$ cat src/rtl/mem_writer_pkg.sv
// Shared constants and FSM state encoding for the burst memory writer.
package mem_writer_pkg;

    localparam int DEF_ADDR_W = 32;
    localparam int DEF_WORD_W = 16;
    localparam int DEF_BEATS  = 3;

    typedef enum logic [1:0] {
        S_IDLE   = 2'd0,
        S_WRITE  = 2'd1,
        S_VERIFY = 2'd2,
        S_DONE   = 2'd3
    } state_t;

endpackage

$ cat src/rtl/mem_writer_check.sv
// Readback comparator: flags any beat whose read data differs from the written word.
// The mismatch output already includes the beat being compared this cycle.
module mem_writer_check
    import mem_writer_pkg::*;
#(
    parameter int WORD_W = DEF_WORD_W
) (
    input  logic              clk,
    input  logic              rst,
    input  logic              clear,
    input  logic              cmp_en,
    input  logic [WORD_W-1:0] rdata,
    input  logic [WORD_W-1:0] expected,
    output logic              mismatch
);

    logic sticky_reg;
    logic hit;

    assign hit      = cmp_en && (rdata != expected);
    assign mismatch = sticky_reg | hit;

    always_ff @(posedge clk or posedge rst) begin
        if (rst) begin
            sticky_reg <= 1'b0;
        end else if (clear) begin
            sticky_reg <= 1'b0;
        end else if (hit) begin
            sticky_reg <= 1'b1;
        end
    end

endmodule

$ cat src/rtl/mem_writer.sv
// Writes a BEATS-word request to consecutive memory addresses, then pulses HANDSHAKE.
// Define MEM_WRITER_VERIFY_EN to read every beat back and report mismatches on ERROR.
module mem_writer
    import mem_writer_pkg::*;
#(
    parameter int ADDR_W = DEF_ADDR_W,
    parameter int WORD_W = DEF_WORD_W,
    parameter int BEATS  = DEF_BEATS
) (
    input  logic                    CLK,
    input  logic                    RESET,
    input  logic                    ENABLE,
    input  logic [ADDR_W-1:0]       ADDRESS,
    input  logic [BEATS*WORD_W-1:0] DATA,
    output logic                    BUSY,
    output logic                    HANDSHAKE,
    output logic                    ERROR,
    output logic [ADDR_W-1:0]       MEM_ADDRESS,
    output logic [WORD_W-1:0]       MEM_WDATA,
    output logic                    MEM_WE,
    input  logic [WORD_W-1:0]       MEM_RDATA
);

    localparam int CNT_W = $clog2(BEATS + 1);

    state_t                  state_reg;
    logic                    busy_reg;
    logic                    hs_reg;
    logic                    we_reg;
    logic [ADDR_W-1:0]       addr_reg;
    logic [WORD_W-1:0]       wdata_reg;
    logic [ADDR_W-1:0]       base_reg;
    logic [BEATS*WORD_W-1:0] data_reg;
    logic [CNT_W-1:0]        beat_reg;
    logic                    accept;

    logic [WORD_W-1:0] beat_words [BEATS];

    for (genvar gi = 0; gi < BEATS; gi++) begin : g_beat
        assign beat_words[gi] = data_reg[gi*WORD_W +: WORD_W];
    end

    assign accept = (state_reg == S_IDLE) && ENABLE;

`ifdef MEM_WRITER_VERIFY_EN
    logic [CNT_W-1:0] vcnt_reg;
    logic             err_reg;
    logic             chk_mismatch;

    // Read data for the read issued at vcnt-1 arrives while vcnt is nonzero.
    mem_writer_check #(
        .WORD_W (WORD_W)
    ) u_check (
        .clk      (CLK),
        .rst      (RESET),
        .clear    (accept),
        .cmp_en   ((state_reg == S_VERIFY) && (vcnt_reg != '0)),
        .rdata    (MEM_RDATA),
        .expected (beat_words[vcnt_reg - CNT_W'(1)]),
        .mismatch (chk_mismatch)
    );

    assign ERROR = err_reg;
`else
    logic unused_rdata;
    assign unused_rdata = ^MEM_RDATA;
    assign ERROR        = 1'b0;
`endif

    always_ff @(posedge CLK or posedge RESET) begin
        if (RESET) begin
            state_reg <= S_IDLE;
            busy_reg  <= 1'b0;
            hs_reg    <= 1'b0;
            we_reg    <= 1'b0;
            addr_reg  <= '0;
            wdata_reg <= '0;
            base_reg  <= '0;
            data_reg  <= '0;
            beat_reg  <= '0;
`ifdef MEM_WRITER_VERIFY_EN
            vcnt_reg  <= '0;
            err_reg   <= 1'b0;
`endif
        end else begin
            hs_reg <= 1'b0;
            case (state_reg)
                S_IDLE: begin
                    if (accept) begin
                        // Beat 0 is presented straight from the inputs so it lands in the first busy cycle.
                        base_reg  <= ADDRESS;
                        data_reg  <= DATA;
                        busy_reg  <= 1'b1;
                        we_reg    <= 1'b1;
                        addr_reg  <= ADDRESS;
                        wdata_reg <= DATA[WORD_W-1:0];
                        beat_reg  <= CNT_W'(1);
                        state_reg <= S_WRITE;
`ifdef MEM_WRITER_VERIFY_EN
                        err_reg   <= 1'b0;
`endif
                    end
                end
                S_WRITE: begin
                    if (beat_reg == CNT_W'(BEATS)) begin
                        we_reg <= 1'b0;
`ifdef MEM_WRITER_VERIFY_EN
                        addr_reg  <= base_reg;
                        vcnt_reg  <= '0;
                        state_reg <= S_VERIFY;
`else
                        hs_reg    <= 1'b1;
                        state_reg <= S_DONE;
`endif
                    end else begin
                        addr_reg  <= base_reg + ADDR_W'(beat_reg);
                        wdata_reg <= beat_words[beat_reg];
                        beat_reg  <= beat_reg + CNT_W'(1);
                    end
                end
                S_VERIFY: begin
`ifdef MEM_WRITER_VERIFY_EN
                    if (vcnt_reg == CNT_W'(BEATS)) begin
                        hs_reg    <= 1'b1;
                        err_reg   <= chk_mismatch;
                        state_reg <= S_DONE;
                    end else begin
                        vcnt_reg <= vcnt_reg + CNT_W'(1);
                        if (vcnt_reg < CNT_W'(BEATS - 1)) begin
                            addr_reg <= addr_reg + ADDR_W'(1);
                        end
                    end
`else
                    state_reg <= S_IDLE;
`endif
                end
                S_DONE: begin
                    busy_reg  <= 1'b0;
                    state_reg <= S_IDLE;
                end
                default: state_reg <= S_IDLE;
            endcase
        end
    end

    assign BUSY        = busy_reg;
    assign HANDSHAKE   = hs_reg;
    assign MEM_WE      = we_reg;
    assign MEM_ADDRESS = addr_reg;
    assign MEM_WDATA   = wdata_reg;

endmodule
$ cat config.mk
export PLATFORM = sky130hd
export DESIGN_NAME = mem_writer
export DESIGN_NICKNAME = d
export VERILOG_FILES = /design/src/rtl/mem_writer_pkg.sv /design/src/rtl/mem_writer_check.sv /design/src/rtl/mem_writer.sv
export SDC_FILE = /design/constraint.sdc
export NUM_CORES = 1
export LEC_CHECK = 0
export CAP_MARGIN = 40
export CORE_ASPECT_RATIO = 1.4
export CORE_UTILIZATION = 40
export DETAILED_ROUTE_END_ITERATION = 10
export PLACE_DENSITY = 0.72
export SYNTH_ARGS = -nofsm -noshare
export SYNTH_HDL_FRONTEND = slang
export SYNTH_HIERARCHICAL = 1
export SYNTH_SLANG_ARGS = --single-unit
$ cat constraint.sdc
create_clock -name CLK -period 7.65 [get_ports CLK]
set_clock_uncertainty 0.1 [all_clocks]
set_input_delay 0.765 -clock CLK [delete_from_list [all_inputs] [get_ports CLK]]
set_output_delay 0.765 -clock CLK [all_outputs]
set_load 0.05 [all_outputs]
==> results of run 1 <==
==> placed cells by master (no fill, tap or decap), drive strengths merged, types with 3 or more instances in the layout <==
| master | synthesis | final |
|---|---|---|
| mux2 | 89 | 89 |
| inv | 11 | 11 |
| xnor2 | 21 | 21 |
| a221o | 16 | 16 |
| a21o | 4 | 4 |
| ha | 3 | 3 |
| xor2 | 5 | 5 |
| a31oi | 3 | 3 |
| dfrtp | 135 | 135 |
| clkdlybuf4s50 | 0 | 133 |
| nand2b | 4 | 4 |
| nand3 | 8 | 8 |
| nor3 | 14 | 14 |
| a21oi | 10 | 10 |
| nor2 | 16 | 16 |
| mux2i | 5 | 5 |
| o21ai | 75 | 75 |
| nand2 | 47 | 47 |
| clkinv | 1 | 3 |
| buf | 7 | 11 |
| clkbuf | 30 | 26 |
| and2 | 3 | 3 |
| or4 | 3 | 3 |
| a22oi | 15 | 15 |
| nand4 | 7 | 7 |
==> cell families (layout without fill, tap and decap cells) <==
| group | count (synthesis) | after routing | share of synthesized area, % |
|---|---|---|---|
| xor gates and xnor gates | 26 | 26 | 3.63 |
| and+or+nand+nor | 115 | 115 | 9.16 |
| DFF | 135 | 135 | 53.8 |
| other | 1 | 1 | 0.0597 |
| buffers and inverters | 49 | 188 | 3.03 |
| adders and majority gates | 4 | 4 | 0.916 |
| muxes | 94 | 94 | 16.8 |
| AOI/OAI and AO/OA | 129 | 129 | 12.7 |
==> power groups by stage <==
| stage | Sequential [W] | Combinational [W] | Clock (W) |
|---|---|---|---|
| 5_1_grt | 0.00142 | 0.00233 | 0.000869 |
| 4_1_cts | 0.00137 | 0.00216 | 0.000837 |
| 6_report | 0.00137 | 0.00213 | 0.000819 |
| 2_1_floorplan | 0.00175 | 0.00110 | 0 |
| 3_5_place_dp | 0.00138 | 0.00215 | 0 |
| 3_3_place_gp | 0.00136 | 0.00205 | 0 |
==> worst max-delay path: stages (launching register included) <==
cell and delay (ps):
dfrtp_1 660, buf_8 230, ha_1 180, inv_1 50
fa_1 410, and4b_1 370, or4b_1 590, nor3_1 230
xnor2_1 140, o21ai_0 90
==> area by class of cell <==
class / instances / area (um2)
Fill cell: 1304 / 6720
Clock inverter: 6 / 88.8
Multi-Input combinational cell: 369 / 2730
Tap cell: 192 / 240
Inverter: 12 / 50.0
Clock buffer: 26 / 509
Timing Repair Buffer: 144 / 1470
Sequential cell: 135 / 3380
==> routing by layer <==
layer  vias to the layer above  part of all wire, %  GRT usage (%)
met5                         -                    0              0
met4                         0                  1.7           7.81
met3                        18                  4.7           4.76
met2                       121                   52           34.9
met1                      2327                   42           23.7
li1                       2238                    -              -
==> final timing paths <==
path | slack [ps] | from | endpoint
hold / removal | 380 | MEM_ADDRESS[11] | MEM_ADDRESS[11]
min in group asynchronous | 690 | RESET | MEM_WDATA[3]
max in group asynchronous | 5680 | RESET | base_reg[26]
setup / recovery | 4440 | beat_reg[0] | MEM_ADDRESS[20]
hold reg to reg | 380 | MEM_ADDRESS[11] | MEM_ADDRESS[11]
setup reg to reg | 4440 | beat_reg[0] | MEM_ADDRESS[20]
==> through the flow <==
stage,util [%],power [W]
floorplan,-,0.00284
global placement,51.2,0.00341
detailed placement,51.8,0.00353
CTS,55.8,0.00437
global route,55.8,0.00462
finish,55.8,0.00432
==> results.yml, run 1 <==
die:
  rows: 53
  dieArea_um2: 16200
  dieWidth_um: 108
  initial_core_util_pct: 41.4
  die_h_um: 150
  core_area_um2: 15200
  boundaryPins: 151
run_status:
  status: "completed"
setup_path:
  critPathMaxFanout: 11
  path_class: "flip-flop to flip-flop"
  end_kind: "flip-flop"
  required_ps: 7820
  cp.arrival_ps: 3380
  start_kind: "flip-flop"
  r2r_cells: 9
logic_synthesis:
  synth_common_cells: "dfrtp_1, mux2_2, o21ai_0, nand2_1, clkbuf_1"
  synth_area_um2: 6280
  ys_seq_elements: 135
  synth_ff_type: "dfrtp_1"
  ys_seq_area_share_pct: 53.8
  ys_types: 46
  async_flop_share_pct: 100
  syn_inst: 553
  yosysTopAreaCellShare_pct: 53.8
  yosys_warnings: 6
  synth_nets: 656
  synth_area_leader_cell: "dfrtp_1"
  synth-edff-count: 0
  avgSynthCellArea_um2: 11.4
  synth_area_leaders: "dfrtp_1, mux2_2, o21ai_0"
  yosysMostFrequentCell: "dfrtp_1"
layout:
  stdcell_count: 884
  stdcell_area_um2: 8470
  n_antenna_cell: 0
  final_nets: 782
  largest_reg_flops: 48
  area_delta_synth_final_pct: 34.8
  final_layout_size_suffix_gt1_share_pct: 19.9
placed_design:
  io_buffers: 133
  dp_hpwl_um: 10400
  place_ws_ps: 4350
  dp.cells: 852
  dpl_cell_area_um2: 7870
  place.gp.congestion: 0.791
power:
  power_switching_w: 0.00180
  vdd_ir_drop_max_mv: 0.261
  p_int_w: 0.00252
  p_leak_nw: 3.41
  swShare_pct: 41.6
  p_comb_share_pct: 49.4
  seqPwrFrac_pct: 31.7
  p_per_area_nw_per_um2: 510
  p_clk_share_pct: 19.0
cts:
  clk_pin_slew_ps: 60
  clk_path_buf_depth: 2
  cts-root-buf: "clkbuf_16"
  post_cts_buffers: 0
  cts_made_buffers: 17
  cts_resized: 0
  htreeDepth: 4
  tritoncts: "yes"
  cts_num_sinks: 135
  ctsHoldBuffers: 0
  clock_latency_ps: 420
detailed_routing:
  routed_wl_um: 15200
  via_per_inst: 5.32
  drc: 0
  vias: 4704
  drt_iter0_drc: 193
  drtPass1Iterations: 4
  ant_nets: 0
  wl_per_cell_um: 17.2
sta:
  fin_ws_ps: 4440
  setup_viol: 0
  tns_ps: 0
  relSlewSlack_pct: 45.7
  finalCritPeriodShare_pct: 42.0
  rsz0062_at_grt: "no"
  hold_viol: 0
  timing.fmax_mhz: 311
  hold_ws_ps: 379
  slew_viol_final: 0
  worst_pin_slew_ps: 815
  fin_crit_ps: 3210
grt:
  globalRouteOverflowTotal: 0
  grt_max_degree: 70
  grt_pass1_vias: 4936
  grt_pass1_wl_um: 24800
  grt_usage_pct: 20.0
  antenna_found_initial: 0
run:
  drv_cap: 0
min_path:
  min_path_type: "flip-flop to flip-flop"
  whs_path_depth: 1
Note: power is estimated with default switching activity, not from simulation.
==> run 2, diff against run 1 <==
Settings changed: PLACE_DENSITY 0.72 to 0.74.
Clock period 7.65 ns to 2.86 ns, I/O delays scaled along.
==> run 2 against run 1 <==
Net effect: maximum frequency is 19% higher; global-route usage grew 0.31 points; routed wire length increased by 1.7%; via count increased by 1.3%; combinational power rose to 2.8 times the previous value; power grew to 2.7 times the previous value; cell area down 0.21%; count of clock-buffer cells in the layout fell by 4; core utilization is 0.12 points lower; flip-flop and latch count stayed put; die area did not move; critical endpoint unchanged.
==> results.yml, run 2 (synthesis gave the netlist of run 1 again) <==
layout:
  layout_commonest_cell: "dfrtp_1"
  final.fill_count: 1305
  n_antenna_cell: 0
  postLayoutCoreUtil_pct: 55.7
  area_delta_synth_final_pct: 34.6
  final_nets: 788
  final_layout_size_suffix_gt1_share_pct: 20.5
  final_cell_mix: "dfrtp_1, clkdlybuf4s50_1, mux2_2"
  largest_reg_flops: 48
detailed_routing:
  wl_per_cell_um: 17.4
  vias: 4766
  ant_nets: 0
  routed_wl_um: 15400
  via_per_inst: 5.37
  drc: 0
  drt_iter0_drc: 187
  drtPass1Iterations: 5
grt:
  antenna_found_initial: 0
  grt_use_met1_pct: 23.0
  grt_pass1_vias: 5089
  globalRouteOverflowTotal: 0
  grt_pass1_wl_um: 25200
  gr-usage-met2_pct: 36.8
  busiest_layer: "met2"
  met3_usage_pct: 4.98
  grt_max_degree: 69
  grt_usage_pct: 20.3
die:
  rows: 53
  dieWidth_um: 108
  boundaryPins: 151
  initial_core_util_pct: 41.4
  dieArea_um2: 16200
  core_area_um2: 15200
  die_h_um: 150
sta:
  fin_crit_ps: 2700
  finalCritPeriodShare_pct: 94.3
  rsz0062_at_grt: "no"
  timing.fmax_mhz: 371
  relSlewSlack_pct: 60.4
  hold_viol: 0
  hold_ws_ps: 50.9
  setup_viol: 0
  tns_ps: 0
  slew_viol_final: 0
  worst_pin_slew_ps: 594
  fin_ws_ps: 164
cts:
  htreeDepth: 4
  cts_resized: 0
  ctsHoldBuffers: 0
  clk_pin_slew_ps: 50
  post_cts_buffers: 0
  tritoncts: "yes"
  cts_made_buffers: 17
  cts_num_sinks: 135
  clock_latency_ps: 410
  clk_path_buf_depth: 2
  cts-root-buf: "clkbuf_16"
run:
  drv_cap: 0
min_path:
  min_path_type: "input pin to asynchronous set/reset pin"
placed_design:
  io_buffers: 133
  dp_hpwl_um: 10900
  place.gp.congestion: 0.782
  place_ws_ps: 179
setup_path:
  r2r_cells: 8
  rrSetupSlack_ps: 160
  end_kind: "flip-flop"
  path_class: "flip-flop to flip-flop"
  cp.arrival_ps: 2850
  worstSetupStartpoint: "base_reg[0]"
  r2r_start: "base_reg[0]"
  rr_endpoint: "MEM_ADDRESS[20]"
  start_kind: "flip-flop"
  required_ps: 3020
  critPathMaxFanout: 5
run_status:
  status: "completed"
power:
  p_per_area_nw_per_um2: 1370
  p_leak_nw: 3.40
  vdd_ir_drop_max_mv: 0.589
==> run 2: cell types whose count changed in the layout (fill, tap and decap cells not counted), sizes merged <==
cell / change
clkinvlp: +3
clkbuf: -4
inv: -1
buf: +6
==> run 2: how the worst max path moves through the flow <==
stage | to | slack (ps) | cells past startpoint
2_1_floorplan | MEM_ADDRESS[22] | 140 | 9
3_5_place_dp | MEM_ADDRESS[20] | 180 | 8
3_3_place_gp | MEM_ADDRESS[22] | 270 | 8
6_report | MEM_ADDRESS[20] | 160 | 8
5_1_grt | MEM_ADDRESS[20] | 30 | 8
4_1_cts | MEM_ADDRESS[20] | 170 | 8
==> run 2: final cells by class <==
class / count / area (um2) / area share [%]
sequential: 135 / 3380 / 40.0
multi-input combinational: 369 / 2730 / 32.3
timing repair buffer: 150 / 1490 / 17.6
clock buffer: 22 / 464 / 5.49
tap: 192 / 240 / 2.84
clock inverter: 8 / 100 / 1.18
inverter: 12 / 48.8 / 0.577
==> run 2: per-layer routing <==
metal,share of wire [%],vias up
li1,-,2248
met4,1.8,0
met2,54,136
met1,40,2361
met3,4.5,21
met5,0,-
==> run 2: report_power, final <==
group	internal (W)	switching, W	total [W]	leakage (nW)
clock network	0.00132	0.000767	0.00208	0.264
logic	0.00248	0.00339	0.00587	1.51
registers	0.00293	0.000697	0.00363	1.63
total	0.00672	0.00486	0.0116	3.40
==> run 2: metrics by stage <==
| step | instances | instance area [um2] | power [W] |
|---|---|---|---|
| after floorplan | 553 | 6280 | 0.00761 |
| after global placement | 857 | 7870 | 0.00930 |
| after detailed placement | 858 | 7890 | 0.00955 |
| after CTS | 888 | 8450 | 0.0117 |
| after global routing | 888 | 8450 | 0.0124 |
| final | 888 | 8450 | 0.0116 |
==> run 2: critical path, stage by stage (launching register included) <==
cell and delay [ps]:
dfrtp_1 350, ha_1 170, inv_1 60, fa_1 400
and4b_1 360, or4b_1 590, nor3_1 280, xnor2_1 150
o21ai_0 90
==> run 3, diff against run 2 <==
Settings changed: MAX_ROUTING_LAYER set to met4.
==> run 3 against run 2 <==
Net effect: sequential power hardly changed; routed wire length is 0.27% higher; sequential share of layout area stayed put; die area stayed put; global-route usage is 0.60 points higher; flip-flop and latch count stayed put; largest cell class unchanged; largest power group unchanged.
==> results.yml, run 3 (synthesis gave the netlist of run 1 again) <==
layout:
  area_delta_synth_final_pct: 34.6
  stdcell_count: 888
  n_antenna_cell: 0
  final_layout_size_suffix_gt1_share_pct: 20.5
  final_nets: 788
  layout_commonest_cell: "dfrtp_1"
  largest_reg_flops: 48
  final_cell_mix: "dfrtp_1, clkdlybuf4s50_1, mux2_2"
  postLayoutCoreUtil_pct: 55.7
die:
  dieWidth_um: 108
  boundaryPins: 151
  dieArea_um2: 16200
  initial_core_util_pct: 41.4
  rows: 53
  die_h_um: 150
  core_area_um2: 15200
placed_design:
  place.gp.congestion: 0.796
  dp.cells: 858
  dp_hpwl_um: 10900
  io_buffers: 133
cts:
  cts_num_sinks: 135
  cts_resized: 0
  clk_path_buf_depth: 2
  cts-root-buf: "clkbuf_16"
  ctsHoldBuffers: 0
  cts_made_buffers: 17
  clock_latency_ps: 410
  post_cts_buffers: 0
  clk_pin_slew_ps: 50
  htreeDepth: 4
  tritoncts: "yes"
sta:
  tns_ps: 0
  slew_viol_final: 0
  relSlewSlack_pct: 60.4
  finalCritPeriodShare_pct: 94.3
  rsz0062_at_grt: "no"
  timing.fmax_mhz: 371
  worst_pin_slew_ps: 593
  fin_crit_ps: 2700
  hold_viol: 0
  setup_viol: 0
power:
  p_leak_nw: 3.40
  vdd_ir_drop_max_mv: 0.589
  total_power_w: 0.0116
  seqPwrFrac_pct: 31.3
  swShare_pct: 42.0
  p_int_w: 0.00672
  p_comb_share_pct: 50.7
  p_per_area_nw_per_um2: 1370
  p_clk_share_pct: 18.0
  power_switching_w: 0.00486
setup_path:
  rr_endpoint: "MEM_ADDRESS[20]"
  start_kind: "flip-flop"
  end_kind: "flip-flop"
  rrSetupSlack_ps: 160
  path_class: "flip-flop to flip-flop"
  cp_cell_sequence: "ha_1, inv_1, fa_1, and4b_1, or4b_1, nor3_1, xnor2_1, o21ai_0"
  critPathMaxFanout: 5
  r2r_cells: 8
  path_buf_inv: 1
  cp_slowest_cell: "or4b_1"
  cp.arrival_ps: 2850
  crit_cells: 8
  slowest_delay_ps: 590
  path_delay_family: "simple AND/OR/NAND/NOR gates"
  required_ps: 3020
  r2r_start: "base_reg[0]"
detailed_routing:
  via_per_inst: 5.41
  vias: 4800
  drc: 0
  wl_per_cell_um: 17.4
  drt_iter0_drc: 205
  routed_wl_um: 15500
  ant_nets: 0
  drtPass1Iterations: 4
min_path:
  min_path_type: "input pin to asynchronous set/reset pin"
run_status:
  status: "completed"
grt:
  grt_pass1_vias: 5082
  antenna_found_initial: 0
  globalRouteOverflowTotal: 0
  grt_usage_pct: 20.9
  grt_pass1_wl_um: 25200
  grt_max_degree: 69
run:
  drv_cap: 0
## run 3: worst max path at each step
stage	start	endpoint	slack, ps
2_1_floorplan	beat_reg[1]	MEM_ADDRESS[22]	140
3_3_place_gp	base_reg[0]	MEM_ADDRESS[22]	270
3_5_place_dp	beat_reg[0]	MEM_ADDRESS[20]	180
4_1_cts	beat_reg[0]	MEM_ADDRESS[20]	170
5_1_grt	base_reg[0]	MEM_ADDRESS[20]	30
6_report	base_reg[0]	MEM_ADDRESS[20]	160
## run 3: cell type report
type,count,area [um2]
clock inverters,8,100
multi-input cells,369,2730
clock buffers,22,464
fillers,1305,6730
inverters,12,48.8
repair buffers,150,1490
flip-flops and latches,135,3380
well taps,192,240
## run 3: layer usage
layer | GRT usage, % | wire length [um] | share of wire (%) | up-vias
met5 | - | 0 | 0 | -
met4 | 7.40 | 297 | 1.9 | 0
met3 | 4.59 | 640 | 4.1 | 21
met2 | 36.8 | 8280 | 53 | 142
met1 | 23.2 | 6270 | 40 | 2390
li1 | - | - | - | 2247
## run 3: stage by stage
step	setup slack (ps)	instance area [um2]	hold slack [ps]
after floorplan	141	6280	303
after global placement	273	7870	363
after detailed placement	179	7890	373
after CTS	165	8450	42.8
after global routing	27.3	8450	79.7
final	162	8450	47.4
## run 3: power by group through the flow
stage / registers, W / logic [W] / clock network, W
floorplan: 0.00467 / 0.00293 / 0
global placement: 0.00358 / 0.00572 / 0
detailed placement: 0.00365 / 0.00590 / 0
CTS: 0.00363 / 0.00595 / 0.00213
global route: 0.00376 / 0.00639 / 0.00221
finish: 0.00363 / 0.00587 / 0.00209
